## src/rtl/hsid_pkg.sv

```systemverilog
// hsid_pkg: shared HSID widths and state encodings
package hsid_pkg;
    localparam int HSID_DATA_WIDTH        = 16;
    localparam int HSID_DATA_WIDTH_MUL    = 32;
    localparam int HSID_DATA_WIDTH_ACC    = 40;
    localparam int HSID_WORD_WIDTH        = 32;
    localparam int HSID_HSP_BANDS_WIDTH   = 7;
    localparam int HSID_HSP_LIBRARY_WIDTH = 6;

    typedef enum logic [1:0] {HID_IDLE, HID_RUN, HID_DONE} hsid_ite_div_state_t;

    typedef enum logic [2:0] {HMS_IDLE, HMS_ACC, HMS_DRAIN, HMS_DIV, HMS_DONE} hsid_mse_state_t;
endpackage

```

## src/rtl/hsid_ite_div.sv

```systemverilog
// hsid_ite_div: restoring divider producing one quotient bit per cycle
module hsid_ite_div import hsid_pkg::*; #(
    parameter int WIDTH = HSID_DATA_WIDTH_ACC
) (
    input  logic             clk,
    input  logic             rst_n,
    input  logic             start,
    input  logic             clear,
    input  logic [WIDTH-1:0] dividend,
    input  logic [WIDTH-1:0] divisor,
    output logic [WIDTH-1:0] quotient,
    output logic [WIDTH-1:0] remainder,
    output logic             done
);
    localparam int CW = $clog2(WIDTH);

    hsid_ite_div_state_t state, state_nxt;
    logic [CW-1:0]  cnt;
    logic [WIDTH-1:0] dvs;
    logic [WIDTH:0] shifted;
    logic [WIDTH:0] trial;
    logic           fits;
    logic           last;

    assign shifted = {remainder, quotient[WIDTH-1]};
    assign trial   = shifted - {1'b0, dvs};
    assign fits    = !trial[WIDTH];
    assign last    = cnt == CW'(WIDTH - 1);
    assign done    = state == HID_DONE;

    // state register
    always_ff @(posedge clk or negedge rst_n) begin
        if (!rst_n) state <= HID_IDLE;
        else        state <= state_nxt;
    end

    // next state: clear aborts, start (re)loads, DONE lasts one cycle
    always_comb begin
        state_nxt = state;
        if (clear)                          state_nxt = HID_IDLE;
        else if (start)                     state_nxt = HID_RUN;
        else if (state == HID_RUN && last)  state_nxt = HID_DONE;
        else if (state == HID_DONE)         state_nxt = HID_IDLE;
    end

    // shift-subtract datapath; quotient bits enter from the right as dividend bits leave the left
    always_ff @(posedge clk or negedge rst_n) begin
        if (!rst_n) begin
            cnt       <= '0;
            dvs       <= '0;
            quotient  <= '0;
            remainder <= '0;
        end else if (clear) begin
            cnt <= '0;
        end else if (start) begin
            cnt       <= '0;
            dvs       <= divisor;
            quotient  <= dividend;
            remainder <= '0;
        end else if (state == HID_RUN) begin
            cnt       <= cnt + 1'b1;
            quotient  <= {quotient[WIDTH-2:0], fits};
            remainder <= fits ? trial[WIDTH-1:0] : shifted[WIDTH-1:0];
        end
    end
endmodule

```

## src/rtl/hsid_mse.sv

```systemverilog
// hsid_mse: per-pixel mean squared error over band pairs with iterative division
module hsid_mse import hsid_pkg::*; #(
    parameter int DATA_WIDTH        = HSID_DATA_WIDTH,
    parameter int DATA_WIDTH_MUL    = HSID_DATA_WIDTH_MUL,
    parameter int DATA_WIDTH_ACC    = HSID_DATA_WIDTH_ACC,
    parameter int WORD_WIDTH        = HSID_WORD_WIDTH,
    parameter int HSP_BANDS_WIDTH   = HSID_HSP_BANDS_WIDTH,
    parameter int HSP_LIBRARY_WIDTH = HSID_HSP_LIBRARY_WIDTH
) (
    input  logic                         clk,
    input  logic                         rst_n,
    input  logic                         clear,
    input  logic                         start,
    input  logic [HSP_BANDS_WIDTH-1:0]   band_len,
    input  logic [HSP_LIBRARY_WIDTH-1:0] ref_id,
    input  logic                         element_valid,
    output logic                         element_ready,
    input  logic [DATA_WIDTH-1:0]        vctr1,
    input  logic [DATA_WIDTH-1:0]        vctr2,
    output logic                         mse_valid,
    output logic [WORD_WIDTH-1:0]        mse_value,
    output logic [DATA_WIDTH_ACC-1:0]    acc_value,
    output logic [HSP_LIBRARY_WIDTH-1:0] mse_ref_id,
    output logic                         mse_error,
    output logic                         busy
);
    hsid_mse_state_t state, state_nxt;

    logic [HSP_BANDS_WIDTH-1:0]   band_len_q;
    logic [HSP_LIBRARY_WIDTH-1:0] ref_q;
    logic [HSP_BANDS_WIDTH-1:0]   band_cnt;
    logic                         s1_v;
    logic [DATA_WIDTH-1:0]        s1_d;
    logic                         s2_v;
    logic [DATA_WIDTH_MUL-1:0]    s2_sq;
    logic [DATA_WIDTH_ACC-1:0]    acc;
    logic [DATA_WIDTH-1:0]        diff;
    logic                         accept;
    logic                         last_band;
    logic                         start_ok;
    logic                         div_start;
    logic                         div_done;
    logic [DATA_WIDTH_ACC-1:0]    quotient;
    logic [DATA_WIDTH_ACC-1:0]    remainder;

    assign element_ready = state == HMS_ACC;
    assign busy          = state != HMS_IDLE;
    assign mse_valid     = state == HMS_DONE;
    assign accept        = element_valid && element_ready;
    assign last_band     = (band_cnt + 1'b1) == band_len_q;
    assign start_ok      = state == HMS_IDLE && start && band_len != '0;
    assign diff          = vctr1 >= vctr2 ? vctr1 - vctr2 : vctr2 - vctr1;

    // state register
    always_ff @(posedge clk or negedge rst_n) begin
        if (!rst_n) state <= HMS_IDLE;
        else        state <= state_nxt;
    end

    // control: accumulate band pairs, drain the pipeline, divide, present result
    always_comb begin
        state_nxt = state;
        div_start = 1'b0;
        if (clear) begin
            state_nxt = HMS_IDLE;
        end else begin
            case (state)
                HMS_IDLE:  state_nxt = start_ok ? HMS_ACC : HMS_IDLE;
                HMS_ACC:   state_nxt = accept && last_band ? HMS_DRAIN : HMS_ACC;
                HMS_DRAIN: begin
                    div_start = !s1_v && !s2_v;
                    state_nxt = div_start ? HMS_DIV : HMS_DRAIN;
                end
                HMS_DIV:   state_nxt = div_done ? HMS_DONE : HMS_DIV;
                HMS_DONE:  state_nxt = HMS_IDLE;
                default:   state_nxt = HMS_IDLE;
            endcase
        end
    end

    // difference -> square -> accumulate pipeline, band counter and result registers
    always_ff @(posedge clk or negedge rst_n) begin
        if (!rst_n) begin
            band_len_q <= '0;
            ref_q      <= '0;
            band_cnt   <= '0;
            s1_v       <= 1'b0;
            s1_d       <= '0;
            s2_v       <= 1'b0;
            s2_sq      <= '0;
            acc        <= '0;
            mse_error  <= 1'b0;
            mse_value  <= '0;
            acc_value  <= '0;
            mse_ref_id <= '0;
        end else if (clear) begin
            s1_v       <= 1'b0;
            s2_v       <= 1'b0;
            mse_error  <= 1'b0;
            mse_value  <= '0;
            acc_value  <= '0;
            mse_ref_id <= '0;
        end else begin
            mse_error <= state == HMS_IDLE && start && band_len == '0;
            s1_v      <= accept;
            s2_v      <= s1_v;
            if (accept) s1_d <= diff;
            if (s1_v)   s2_sq <= DATA_WIDTH_MUL'(s1_d) * DATA_WIDTH_MUL'(s1_d);
            if (start_ok) begin
                band_len_q <= band_len;
                ref_q      <= ref_id;
                band_cnt   <= '0;
                acc        <= '0;
                mse_value  <= '0;
                acc_value  <= '0;
                mse_ref_id <= '0;
            end else begin
                if (accept) band_cnt <= band_cnt + 1'b1;
                if (s2_v)   acc <= acc + DATA_WIDTH_ACC'(s2_sq);
            end
            if (state == HMS_DIV && div_done) begin
                mse_value  <= quotient[WORD_WIDTH-1:0];
                acc_value  <= acc;
                mse_ref_id <= ref_q;
            end
        end
    end

    hsid_ite_div #(.WIDTH(DATA_WIDTH_ACC)) u_div (
        .clk       (clk),
        .rst_n     (rst_n),
        .start     (div_start),
        .clear     (clear),
        .dividend  (acc),
        .divisor   (DATA_WIDTH_ACC'(band_len_q)),
        .quotient  (quotient),
        .remainder (remainder),
        .done      (div_done)
    );
endmodule
```

## config.mk

```make
export PLATFORM = sky130hd
export DESIGN_NAME = hsid_mse
export DESIGN_NICKNAME = d
export VERILOG_FILES = /design/src/rtl/hsid_pkg.sv /design/src/rtl/hsid_ite_div.sv /design/src/rtl/hsid_mse.sv
export SDC_FILE = /design/constraint.sdc
export NUM_CORES = 1
export LEC_CHECK = 0
export CELL_PAD_IN_SITES_DETAIL_PLACEMENT = 2
export CELL_PAD_IN_SITES_GLOBAL_PLACEMENT = 2
export CORE_MARGIN = 5
export CORE_UTILIZATION = 39
export DETAILED_ROUTE_END_ITERATION = 7
export PLACE_DENSITY_LB_ADDON = 0.05
export SETUP_SLACK_MARGIN = 0.15
export SYNTH_ARGS = -nofsm -noshare
export SYNTH_HDL_FRONTEND = slang
export SYNTH_SLANG_ARGS = --single-unit
```

## constraint.sdc

```tcl
create_clock -name clk -period 7.8 [get_ports clk]
set_clock_uncertainty 0.2 [all_clocks]
set_input_delay 1.56 -clock clk [delete_from_list [all_inputs] [get_ports clk]]
set_output_delay 1.56 -clock clk [all_outputs]
set_load 0.005 [all_outputs]
```

* Yosys cells after proc, flatten, opt, wreduce, memory -nomap -nowiden
Index checks and enable logic that the tools add are counted.
** Word-level totals
- Register bits after elaboration :: 287
- Output and inout bits :: 82
** Cells by class
- Reduce and logical (&&, ||, !) cells :: 28
- $mul :: 1
- Equal/unequal tests :: 8
- Bitwise logic cells :: 1
- $lt $le $gt $ge :: 1
- Muxes and demuxes :: 37
- Add/subtract/negate cells :: 6
** Operators by type and width (count)
- 2-to-1 mux 40 bit :: 10
- 2-to-1 mux 32 bit :: 3
- subtractor 41 x 7 -> 41 bit :: 1
- adder 40 x 32 -> 40 bit :: 1
- 2-to-1 mux 6 bit :: 6
- multiplier 16 x 16 -> 32 bit :: 1
- subtractor 16 bit :: 2
- greater-or-equal comparator 16 bit :: 1
- 2-to-1 mux 16 bit :: 1
- 2-to-1 mux 7 bit :: 2
- AND reduction 2 bit :: 7
- one-hot mux 3 bit (4 select lines) :: 1
- 2-to-1 mux 2 bit :: 5
- nonzero test 3 bit :: 3
- logical AND 1 bit :: 8
- adder 7 x 1 -> 7 bit, second input constant :: 1
- == test 7 bit :: 1
- zero test 7 bit :: 1
- 2-to-1 mux 1 bit :: 7
- nonzero test 7 bit :: 1
- adder 6 x 1 -> 6 bit, second input constant :: 1
- == test 3 x 2 -> 1 bit, second input constant :: 2
- == test 6 bit, second input constant :: 1
- 2-to-1 mux 3 bit :: 2
- 9 further kinds :: 13

* Logic depth before layout (Yosys ltp)
Gate-level depths: netlist (run 1).
- Depth in word-level cells :: 6
- Gate-level depth with buffers :: 25

* Hierarchy
From an unflattened synthesis (run 1), not the netlist that was laid out.
** Unflattened totals
- Cell total of the unflattened synthesis :: 2776
- Area total of the unflattened synthesis :: 25488.2 um2
** By module, submodules not included
- hsid_mse :: seq. area each 4779.6 um2, area each 17643.2 um2, cells each 1893, times used 1
- hsid_ite_div :: seq. area each 3203.1 um2, area each 7845.0 um2, cells each 883, times used 1

* Least setup slack after synthesis (run 1)
Ideal clock, no wire load.
- Kind :: register to register
- From :: register s1_d[4]
- To :: register s2_sq[26]
- Arrival time :: 6.301 ns
- Path slack :: 1.174 ns
- Stages on the path, launching flop included :: 23
- Clock period less this slack :: 6.626 ns
- Data required time :: 7.475 ns
- Buffers on the path :: 2
- Library setup time :: 0.125 ns
- Cells stage by stage :: dfrtp_1 -> clkbuf_1 -> clkbuf_1 -> nand2_1 -> fa_1 -> fa_1 -> inv_1 -> fa_1 -> fa_1 -> fa_1 -> inv_1 -> fa_1 -> inv_1 -> ha_1 -> nand3_1 -> o211ai_1 -> a2111oi_0 -> nor4_1 -> o41ai_1 -> a211o_1 -> nand2b_1 -> xnor2_1 -> mux2_2
** Between the ends
- Word-level cells in the longest chain between the ends :: 1
** Ends and longest elaborated chain
- from (decl) :: RTL line hsid_mse.sv:33 : logic [DATA_WIDTH-1:0] s1_d;
- from (signal assigned) :: RTL line hsid_mse.sv:107 : if (accept) s1_d <= diff;
- multiplier 16 x 16 -> 32 bit :: RTL line hsid_mse.sv:108 : if (s1_v) s2_sq <= DATA_WIDTH_MUL'(s1_d) * DATA_WIDTH_MUL'(s1_d);
- to (signal assigned) :: RTL line hsid_mse.sv:108
- to (decl) :: RTL line hsid_mse.sv:35 : logic [DATA_WIDTH_MUL-1:0] s2_sq;
Every way passes these cells.
A chain may end at the register's enable or synchronous reset.

* Final worst setup path (run 1)
- From :: register s1_d[5]
- To :: register s2_sq[26]
The elaborated chain is that of the path after synthesis.

==> results of run 1 <==
-- per-stage QoR --
step	setup slack [ns]	cell area (sq um)	instances	util (%)
finish	0.725	25700	3252	45.5
global route	0.384	25700	3252	45.5
CTS	0.666	25700	3252	45.5
detailed placement	0.686	24500	3188	43.3
global placement	0.838	24500	3188	43.3
floorplan	1.17	22400	2382	-
-- final cells by class --
| class | instances | area share, % |
|---|---|---|
| Inverter | 333 | 4.86 |
| Sequential cell | 286 | 27.8 |
| Multi-Input combinational cell | 1661 | 53.1 |
| Timing Repair Buffer | 152 | 5.76 |
| Clock buffer | 51 | 3.95 |
| Clock inverter | 13 | 0.894 |
| Tap cell | 756 | 3.67 |
-- sequential cells by signal (all words and copies together) (netlist names), 3 cells and up --
register / flops
acc: 40
acc_value: 40
u_div.quotient: 40
u_div.remainder: 40
mse_value: 32
s2_sq: 31
s1_d: 16
band_cnt: 7
band_len_q: 7
u_div.dvs: 7
mse_ref_id: 6
ref_q: 6
u_div.cnt: 6
state: 3
-- worst paths after layout --
| check | startpoint | to | slack, ns |
|---|---|---|---|
| min in group asynchronous | rst_n | mse_value[15]$_DFFE_PN0P_ | 0.77 |
| worst min-delay path | u_div.quotient[37]$_DFFE_PN0P_ | u_div.quotient[37]$_DFFE_PN0P_ | 0.29 |
| worst min register to register | u_div.quotient[37]$_DFFE_PN0P_ | u_div.quotient[37]$_DFFE_PN0P_ | 0.29 |
| max in group asynchronous | rst_n | s2_sq[30]$_DFFE_PN0P_ | 5.27 |
| worst max register to register | s1_d[5]$_DFFE_PN0P_ | s2_sq[26]$_DFFE_PN0P_ | 0.73 |
| worst max-delay path | s1_d[5]$_DFFE_PN0P_ | s2_sq[26]$_DFFE_PN0P_ | 0.73 |
-- Yosys cell counts (20+ instances only) --
cell type / count
a21o_1: 44
a21oi_1: 90
a22o_1: 108
a22oi_1: 41
and2_1: 42
clkbuf_1: 91
dfrtp_1: 286
fa_1: 166
ha_1: 172
inv_1: 330
mux2_2: 20
nand2_1: 288
nand3_1: 28
nor2_1: 74
nor3_1: 33
o21ai_0: 181
xnor2_1: 76
xor2_1: 51
-- worst register-to-register path: stages (launching register included) --
cell and delay [ns]:
dfrtp_1 0.74, and2_1 0.27, inv_1 0.06, fa_1 0.48, inv_1 0.06, fa_1 0.50
inv_1 0.06, fa_1 0.54, inv_1 0.06, fa_1 0.51, fa_1 0.55, inv_1 0.05
fa_1 0.53, inv_1 0.05, ha_1 0.36, nand3_1 0.10, o211ai_1 0.10, a2111oi_0 0.37
buf_4 0.21, nor4_1 0.06, o41ai_1 0.44, a211o_1 0.21, nand2b_1 0.07, xnor2_1 0.12
mux2_2 0.26
-- cells by family after synthesis --
| kind of cell | after synthesis | synth area share (%) |
|---|---|---|
| and+or+nand+nor | 577 | 12.3 |
| xor gates and xnor gates | 127 | 4.96 |
| DFF | 286 | 31.9 |
| adders and majority gates | 338 | 24.4 |
| AOI/OAI and AO/OA | 581 | 17.2 |
| buffers and inverters | 435 | 7.32 |
| muxes | 38 | 1.81 |
-- layer usage --
layer / vias to the layer above / track usage [%] / routed length, um / share of wire, %
met5: - / 0 / 0 / 0
met3: 51 / 2.32 / 1550 / 2.3
li1: 8205 / - / - / -
met2: 182 / 37.5 / 33800 / 50
met1: 9116 / 29.6 / 31500 / 47
met4: 0 / 3.18 / 808 / 1.2
==> results.cfg, run 1 <==
[run_status]
status = finished clean

[die]
pin_count = 132
die_w_um = 250
rows = 87
coreArea_sq_um = 56600
die_area_sq_um = 62300
initial_core_util_pct = 39.6
dieHeight_um = 250

[logic_synthesis]
synth-async-reset-ratio_pct = 100
yosys.area.top_type = dfrtp_1
syn_inst = 2382
ys_ff_latch = 286
yosysSeqAreaShare_pct = 31.9
ys_warn_count = 0
yosysTopAreaCellShare_pct = 31.9
yosys-top-cells-area = dfrtp_1 32%, fa_1 15%, ha_1 9.6%
synthDistinctLibCells = 72
syn_area_per_cell_sq_um = 9.41
synth-main-ff-cell = dfrtp_1
syn_nets = 2770
syn_area_sq_um = 22400
synth_edf_count = 0

[grt]
grt_max_degree = 103
grt_pass1_vias = 19798
grt_overflow_total = 0
antenna_found_initial = 0
grtUsageTotal_pct = 21.5
grt_first_pass_wirelength_mm = 111

[worst_setup_path]
reg2reg_depth = 24
cp-start-kind = flip-flop
slowest_stage = dfrtp_1
arrival_ns = 7.31
cp_slowest_stage_delay_ns = 0.74
path_depth = 24
cpLargestDelayFamily = adder cells
crit_required_ns = 8.03
end_kind = flip-flop
cp_max_fo = 18
path_cells = and2_1 -> inv_1 -> fa_1 -> inv_1 -> fa_1 -> inv_1 -> fa_1 -> inv_1 -> fa_1 -> fa_1 -> inv_1 -> fa_1 -> inv_1 -> ha_1 -> nand3_1 -> o211ai_1 -> a2111oi_0 -> buf_4 -> nor4_1 -> o41ai_1 -> a211o_1 -> nand2b_1 -> xnor2_1 -> mux2_2
critPathKind = flip-flop to flip-flop
crit_buf_inv = 7

[cells_and_area]
area_growth_pct = 14.9
final_cell_mix = 330 x inv_1, 288 x nand2_1, 286 x dfrtp_1
antenna_cells = 0
layout_commonest_cell = inv_1
nFillCells = 6054
regArea_sq_um = 7160
nets = 2858
multi_input_area_sq_um = 13700
drive_above_1_share_pct = 5.05

[timing]
finalMaxSlewViolations = 0
fin_crit_sh_pct = 90.7
layout_min_cycle_time_ns = 7.07
tightest_slew_ns = 1.09
grt_setup_unrepaired = no
fmax_mhz = 141
hold_ws_ns = 0.294
setup_violations = 0
final.setup.tns_ns = 0
hold_viol_final = 0
slew_headroom_pct = 27.3

[routing]
vias = 17554
drt-total-wl_mm = 67.7
viasPerCell = 5.40
drt_iter0_markers = 622
ant_nets = 0
post_drt_wl_per_cell_um = 20.8
drc = 0
dr.pass1.iters = 5

[cts]
clk_latency_ns = 0.54
postCtsHoldBufs = 0
cts_root_buffer = clkbuf_16
cts_max_path_buffers = 3
clk_pin_slew_ns = 0.07
cts_buffers = 36
cts_tree = built
post_cts_resized = 0
postCtsSetupRepairBufs = 0
cts_htree_levels = 2
cts_sinks = 286

[placement]
io_buffers = 131
place.gp.congestion = 0.864
dp_hpwl_mm = 51.9

[worst_hold_path]
hold_depth = 2
worstHoldPathType = flip-flop to flip-flop

[run]
maxCapViolations = 0
Power of run 1 is not shown: default switching activity piles up to over one toggle a cycle in this logic, so the estimate is an artifact.
==> run 2, diff against run 1 <==
CAP_MARGIN = 20   (was unset)
CORE_UTILIZATION = 42   (was 39)
DONT_BUFFER_PORTS = 1   (was unset)
TNS_END_PERCENT = 20   (was unset)
==> run 2 against run 1 <==
Against the previous run:
- cell area shrank 5.5%
- global-route usage grew 1.3 points
- first-iteration DRC count grew 20%
- die area shrank 6.9%
- non-clock buffer count shrank 135
- wire length shrank 1.9%
- core utilization grew 0.74 points
- sequential cell count is the same
- critical path depth shrank 1
- worst hold slack gained 0.0011 ns
- largest cell class unchanged
==> results.cfg, run 2 (synthesis results as in run 1) <==
[run_status]
status = finished clean

[cells_and_area]
drive_above_1_share_pct = 5.38
layout_commonest_cell = inv_1
multi_input_area_sq_um = 13700
final_cell_mix = 330 x inv_1, 288 x nand2_1, 286 x dfrtp_1
area_growth_pct = 8.61
antenna_cells = 0
nets = 2723
regArea_sq_um = 7160
nFillCells = 5539

[routing]
vias = 17145
viasPerCell = 5.62
ant_nets = 0
post_drt_wl_per_cell_um = 21.8
drt-total-wl_mm = 66.4
dr.pass1.iters = 5
drc = 0
drt_iter0_markers = 747

[run]
maxCapViolations = 0

[die]
pin_count = 132
die_area_sq_um = 58100
dieHeight_um = 241
die_w_um = 241
rows = 84
coreArea_sq_um = 52700
initial_core_util_pct = 42.6

[cts]
cts_tree = built
clk_latency_ns = 0.55
cts_sinks = 286
cts_buffers = 36
post_cts_resized = 0
cts_max_path_buffers = 3
postCtsHoldBufs = 0
cts_htree_levels = 2
clk_pin_slew_ns = 0.08
cts_root_buffer = clkbuf_16
postCtsSetupRepairBufs = 0

[worst_setup_path]
cp_max_fo = 17
cp-start-kind = flip-flop
crit_required_ns = 8.05
end_kind = flip-flop
critPathKind = flip-flop to flip-flop
arrival_ns = 7.30

[placement]
place.gp.congestion = 0.872
io_buffers = 0
dp_hpwl_mm = 50.1

[timing]
tightest_slew_ns = 0.973
grt_setup_unrepaired = no
finalMaxSlewViolations = 0
final.setup.tns_ns = 0
fmax_mhz = 142
fin_crit_sh_pct = 90.4
hold_viol_final = 0
setup_violations = 0
slew_headroom_pct = 35.1
layout_min_cycle_time_ns = 7.05

[grt]
grtUsageTotal_pct = 22.8
grt_first_pass_wirelength_mm = 108
grt_pass1_vias = 19546
grt_overflow_total = 0
antenna_found_initial = 1
use_met1_pct = 30.5
gr-max-usage-layer = met2
use_met2_pct = 40.0
grt_max_degree = 287
use_met3_pct = 2.91

[worst_hold_path]
worstHoldPathType = flip-flop to flip-flop
## run 2: changes by cell type in the layout (fill, tap and decap cells not counted), sizes merged
| cell | change |
|---|---|
| clkinv | +6 |
| clkdlybuf4s50 | -129 |
| bufinv | -1 |
| buf | -6 |
| clkinvlp | +1 |
| clkbuf | -6 |
## run 2: per-stage QoR
| step | worst slack, ns | cells | hold WS, ns | cell area (sq um) | utilization [%] |
|---|---|---|---|---|---|
| finish | 0.746 | 3049 | 0.295 | 24300 | 46.2 |
| global route | 0.237 | 3049 | 0.329 | 24300 | 46.2 |
| CTS | 0.707 | 3047 | 0.299 | 24300 | 46.1 |
| detailed placement | 0.715 | 2983 | 0.282 | 23000 | 43.8 |
| global placement | 0.864 | 2982 | 0.267 | 23000 | 43.7 |
| floorplan | 1.17 | 2382 | 0.245 | 22400 | - |
## run 2: worst max-delay path, stage by stage, from the launching register on
cell and delay (ns):
dfrtp_1 0.76, nand2_1 0.20, fa_1 0.56, inv_1 0.06, fa_1 0.51, inv_1 0.06, fa_1 0.55, inv_1 0.06
fa_1 0.52, fa_1 0.55, inv_1 0.05, fa_1 0.53, inv_1 0.04, ha_1 0.36, nand3_1 0.11, o211ai_1 0.12
a2111oi_0 0.35, buf_4 0.20, nor4_1 0.06, o41ai_1 0.43, a211o_1 0.22, nand2b_1 0.07, xnor2_1 0.12, mux2_2 0.26
## run 2: worst paths after layout
check	start	endpoint	slack [ns]	cells after the start
worst max-delay path	s1_d[6]$_DFFE_PN0P_	s2_sq[26]$_DFFE_PN0P_	0.75	23
worst max register to register	s1_d[6]$_DFFE_PN0P_	s2_sq[26]$_DFFE_PN0P_	0.75	23
worst min register to register	u_div.quotient[36]$_DFFE_PN0P_	u_div.quotient[36]$_DFFE_PN0P_	0.30	2
worst min-delay path	u_div.quotient[36]$_DFFE_PN0P_	u_div.quotient[36]$_DFFE_PN0P_	0.30	2
min in group asynchronous	rst_n	mse_value[13]$_DFFE_PN0P_	0.51	0
max in group asynchronous	rst_n	u_div.cnt[2]$_DFFE_PN0P_	6.37	0
## run 2: layout make-up
cell class | count | area share (%)
Clock buffer | 45 | 4.13
Clock inverter | 19 | 1.02
Inverter | 333 | 5.14
Multi-Input combinational cell | 1661 | 56.1
Sequential cell | 286 | 29.4
Tap cell | 688 | 3.54
Timing Repair Buffer | 17 | 0.638
## run 2: layer usage
metal  vias to the layer above  wire length (um)
li1                       7952                 -
met1                      8877             30000
met2                       237             33000
met3                        77              2050
met4                         2              1300
met5                         -                13
Power of run 2 is left out for the same reason.
